`src/rtl/multibyte_add_seq.sv`:
```
// Byte-serial wide adder controller: drives an external 8-bit ripple adder one byte per clock, LSB first.
// Optional MULTIBYTE_SUB_EN adds A-B via inverted B bytes and forced initial carry.
module multibyte_add_seq #(
  parameter int NBYTES = 4
) (
  input  logic                  clk,
  input  logic                  rst_n,
  input  logic                  start,
  input  logic [8*NBYTES-1:0]   op_a,
  input  logic [8*NBYTES-1:0]   op_b,
  input  logic                  cin,
  input  logic                  sub,
  output logic [7:0]            add_a,
  output logic [7:0]            add_b,
  output logic                  add_cin,
  input  logic [7:0]            add_sum,
  input  logic                  add_cout,
  output logic                  busy,
  output logic                  done,
  output logic [8*NBYTES-1:0]   result,
  output logic                  cout,
  output logic                  ovf
);

  localparam int W    = 8 * NBYTES;
  localparam int IDXW = (NBYTES > 1) ? $clog2(NBYTES) : 1;
  localparam logic [IDXW-1:0] LAST = IDXW'(NBYTES - 1);

  typedef enum logic [1:0] {IDLE, RUN, DONE} state_t;

  state_t          state;
  logic [W-1:0]    a_reg;
  logic [W-1:0]    b_reg;
  logic            sub_reg;
  logic [IDXW-1:0] idx;
  logic            carry;
  logic [7:0]      b_byte;

  // Two's-complement overflow: carry into the MSB differs from carry out of it.
  function automatic logic signed_ovf(input logic a_msb, input logic b_msb,
                                      input logic s_msb, input logic c_out);
    return a_msb ^ b_msb ^ s_msb ^ c_out;
  endfunction

  function automatic logic start_carry(input logic sub_req, input logic cin_req);
`ifdef MULTIBYTE_SUB_EN
    return sub_req ? 1'b1 : cin_req;
`else
    logic unused_sub;
    unused_sub = sub_req;
    return cin_req;
`endif
  endfunction

  assign b_byte = b_reg[{idx, 3'b000} +: 8];

  // Adder operands are live only in RUN so the adder sees zeros while idle.
  always_comb begin
    add_a   = '0;
    add_b   = '0;
    add_cin = 1'b0;
    if (state == RUN) begin
      add_a   = a_reg[{idx, 3'b000} +: 8];
      add_b   = sub_reg ? ~b_byte : b_byte;
      add_cin = carry;
    end
  end

  always_ff @(posedge clk or negedge rst_n) begin
    if (!rst_n) begin
      state   <= IDLE;
      a_reg   <= '0;
      b_reg   <= '0;
      sub_reg <= 1'b0;
      idx     <= '0;
      carry   <= 1'b0;
      result  <= '0;
      cout    <= 1'b0;
      ovf     <= 1'b0;
      busy    <= 1'b0;
      done    <= 1'b0;
    end else begin
      done <= 1'b0;
      case (state)
        IDLE: begin
          if (start) begin
            a_reg   <= op_a;
            b_reg   <= op_b;
`ifdef MULTIBYTE_SUB_EN
            sub_reg <= sub;
`else
            sub_reg <= 1'b0;
`endif
            carry   <= start_carry(sub, cin);
            idx     <= '0;
            result  <= '0;
            busy    <= 1'b1;
            state   <= RUN;
          end
        end
        RUN: begin
          result[{idx, 3'b000} +: 8] <= add_sum;
          carry <= add_cout;
          if (idx == LAST) begin
            cout  <= add_cout;
            ovf   <= signed_ovf(add_a[7], add_b[7], add_sum[7], add_cout);
            done  <= 1'b1;
            idx   <= '0;
            state <= DONE;
          end else begin
            idx <= idx + 1'b1;
          end
        end
        DONE: begin
          busy  <= 1'b0;
          state <= IDLE;
        end
        default: begin
          busy  <= 1'b0;
          state <= IDLE;
        end
      endcase
    end
  end

endmodule

```
`config.mk`:
```
export PLATFORM = sky130hd
export DESIGN_NAME = multibyte_add_seq
export DESIGN_NICKNAME = d
export VERILOG_FILES = /design/src/rtl/multibyte_add_seq.sv
export SDC_FILE = /design/constraint.sdc
export NUM_CORES = 1
export LEC_CHECK = 0
export CORE_UTILIZATION = 49
export CTS_BUF_LIST = sky130_fd_sc_hd__clkbuf_4 sky130_fd_sc_hd__clkbuf_8
export CTS_CLUSTER_DIAMETER = 150
export CTS_CLUSTER_SIZE = 28
export DETAILED_ROUTE_END_ITERATION = 16
export PLACE_DENSITY = 0.79
export SYNTH_ARGS = -nofsm -noshare
export SYNTH_HDL_FRONTEND = slang
export SYNTH_SLANG_ARGS = --single-unit
```
`constraint.sdc`:
```
create_clock -name clk -period 2.7 [get_ports clk]
set_input_delay 0.54 -clock clk [delete_from_list [all_inputs] [get_ports clk]]
set_output_delay 0.54 -clock clk [all_outputs]
set_load 0.02 [all_outputs]
```
==> flow_summary.yaml <==
place:
  dp.final_hpwl_um: 7050
  placed_cell_area_um2: 6050
  dp_cells: 531
  gp_congestion: 0.725
  io_buffer_count: 129
clocking:
  post_cts_buffers: 0
  insertion_delay_ns: 0.37
  cts-hold-fix-buffers: 0
  clkSinkCount: 105
  path_clk_slew_ns: 0.10
  clock_path_buffers: 2
  cts_buffers: 9
  htree_num_levels: 3
  clock_tree_from_tritoncts: "built"
  clock-root-buffer: "sky130_fd_sc_hd__clkbuf_8"
critical_path:
  timing_worst_setup_path_type: "register to primary output"
  crit_path_end_kind: "primary output"
  critical_path.slowest_cell: "sky130_fd_sc_hd__mux4_2"
  crit_path_max_incr_delay_ns: 0.54
  reg2reg_slack_ns: 0.49
  worst-endpoint-arrival_ns: 1.95
  crit_chain: "buf_4 -> mux4_2 -> and2_1 -> dlygate4sd2_1"
  crit_required_ns: 2.16
  critPathLaunchType: "register"
  cp_max_fo: 7
synthesis:
  postSynthRegisterBits: 105
  post_synth_inst_count: 295
  yosysTopAreaCellShare_pct: 57.5
  synth_compound_area_share_pct: 8.16
  netlist_top_cells_area: "sky130_fd_sc_hd__dfrtp_1, sky130_fd_sc_hd__mux2_2, sky130_fd_sc_hd__mux4_2"
  synth_top_cells_by_count: "sky130_fd_sc_hd__dfrtp_1, sky130_fd_sc_hd__mux2_2, sky130_fd_sc_hd__a22o_1"
  postSynthNetCount: 379
  postSynth.asyncResetShare_pct: 100
  synth_simple_gate_area_share_pct: 5.83
  syn_area_um2: 4570
  synth_enable_flop_cells: 0
  synth.yosys.warnings: 0
  adder_cell_fraction_of_synth_area_pct: 1.64
  yosys.cell_count.top_type: "sky130_fd_sc_hd__dfrtp_1"
  postSynth.topFlopCell: "sky130_fd_sc_hd__dfrtp_1"
  synthXorXnorAreaFrac_pct: 0.684
  combinational_family_with_the_most_area_after_synthesis: "multiplexers"
  synth_area_per_cell_um2: 15.5
  synth.largest_area_cell: "sky130_fd_sc_hd__dfrtp_1"
  yosysSeqAreaShare_pct: 57.5
  netlist-cell-type-count: 30
  share_of_synthesized_area_spent_on_multiplexers_pct: 23.9
sta:
  final-setup-viol-count: 0
  rsz_0062_raised_after_global_routing: "no"
  maxClockFrequency_ghz: 0.402
  max-slew-margin-rel_pct: 59.7
  period_minus_slack_ns: 2.49
  final_critical_path_share_of_the_clock_period_pct: 92.1
  worst_pin_slew_ns: 0.601
  clock_skew_ns: 0.0138
  report.final.slew_viol_count: 0
  hold_viol: 0
  timing.setup.tns_ns: 0
layout:
  area_growth_pct: 36.2
  insertedDiodeCount: 0
  final_layout_size_suffix_gt1_share_pct: 27.6
  fin_nets: 518
  finalNonFillerCells: 547
  fin_area_um2: 6220
run:
  timing.max_cap.violations: 0
global_route:
  grt_first_pass_wirelength_um: 16500
  grt_max_degree: 67
  grt_antenna_before_repair: 0
  grt_util_all_layers_pct: 22.1
  via_count_of_the_first_global_routing_pass: 3184
  grt.overflow.total: 0
drt:
  first_iter_violations: 67
  residual_drc: 0
  first_pass_iters: 4
  drt_wl_total_um: 9650
  vias_per_cell: 5.50
  route.detailed.wl_per_inst_um: 17.6
  detailroute.via_count: 3011
  postRouteAntennaNets: 0
die:
  starting_utilization_of_the_core_area_pct: 51.4
  dieArea_um2: 9720
  dieWidth_um: 98.6
  die_height_um: 98.6
  top_ports: 131
  std_cell_rows: 34
  design.core.area_um2: 8890
power_and_ir_drop:
  power_leakage_uw: 0.00269
  power_per_cell_area_nw_per_um2: 1090
  vdd_ir_drop_max_mv: 0.507
status:
  outcome: "completed"
min_path:
  worst_hold_path_type: "input pin to asynchronous set/reset pin"
## worst max-delay path: cells and delay by family, from the launching register on
kind                   cells  cell delay (ns)
multiplexers               1             0.54
buffers and inverters      2             0.50
flip-flops                 1             0.38
AND/OR/NAND/NOR            1             0.17
## cell families after synthesis
logic type,count (synthesis)
adder cells (fa/ha/maj),6
XOR/XNOR,2
buffers and inverters,20
AO/OA/AOI/OAI,45
multiplexers,81
AND/OR/NAND/NOR,36
flip-flops,105
## layer usage
metal | part of all wire (%) | global-route usage (%) | up-vias | wire, um
met5 | 0 | 0 | - | 0
met4 | 1.7 | 8.38 | 0 | 167
met3 | 5.1 | 3.40 | 11 | 489
met2 | 49 | 36.8 | 91 | 4730
met1 | 44 | 29.7 | 1529 | 4260
li1 | - | - | 1380 | -
## metrics by stage
stage | hold slack, ns | worst slack (ns) | power [uW] | utilization, %
detailed placement | 0.478 | 0.303 | 6100 | 68.0
floorplan | 0.244 | 0.573 | 4800 | -
global placement | 0.467 | 0.329 | 5990 | 68.0
finish | 0.174 | 0.214 | 6810 | 70.0
CTS | 0.180 | 0.00730 | 6890 | 69.9
global route | 0.202 | 0.114 | 7270 | 70.0
## what timing repair did
action	in CTS	in global routing
cloned	0	0
pin swaps	0	0
gates resized for setup	16	3
setup endpoints to repair	13	1
## power by group
group	switching [uW]	internal, uW	leakage [uW]
Combinational	1500	1830	0.00130
Clock	568	355	0.0000912
Sequential	335	2220	0.00130
## layout by cell type, fill, tap and decap left out, drive strengths merged
| cell | count |
|---|---|
| dfrtp | 105 |
| o21ai | 2 |
| a22o | 33 |
| clkinvlp | 2 |
| clkinv | 2 |
| clkbuf | 9 |
| ha | 6 |
| mux4 | 16 |
| nand3b | 1 |
| nor2b | 2 |
| dlygate4sd2 | 15 |
| nand2b | 3 |
| nand2 | 7 |
| xnor3 | 1 |
| dlymetal6s2s | 1 |
| o31ai | 1 |
| buf | 15 |
| nor4 | 1 |
| o21bai | 2 |
| inv | 8 |
| xor2 | 1 |
| nor2 | 1 |
| a21o | 5 |
| and2 | 17 |
| a22oi | 1 |
| clkdlybuf4s50 | 112 |
| a31oi | 1 |
| mux2 | 65 |
| nor4b | 2 |
| nor3b | 1 |
| nor3 | 1 |
## layout make-up
class,instances,area (um^2)
clock inverters,7,62.6
multi-input cells,170,1850
repair buffers,143,1410
flip-flops and latches,105,2630
inverters,5,18.8
fillers,644,2670
well taps,108,135
clock buffers,9,124
## path summary, 6_finish.rpt
kind	start	endpoint	cells past startpoint
min reg2reg	busy	busy	1
max reg2reg	idx[0]	result[20]	7
min	rst_n	b_reg[11]	1
min in group clk	busy	busy	1
max	idx[0]	add_b[7]	4
max in group asynchronous	rst_n	idx[1]	2
(Power assumes the default switching activity.)
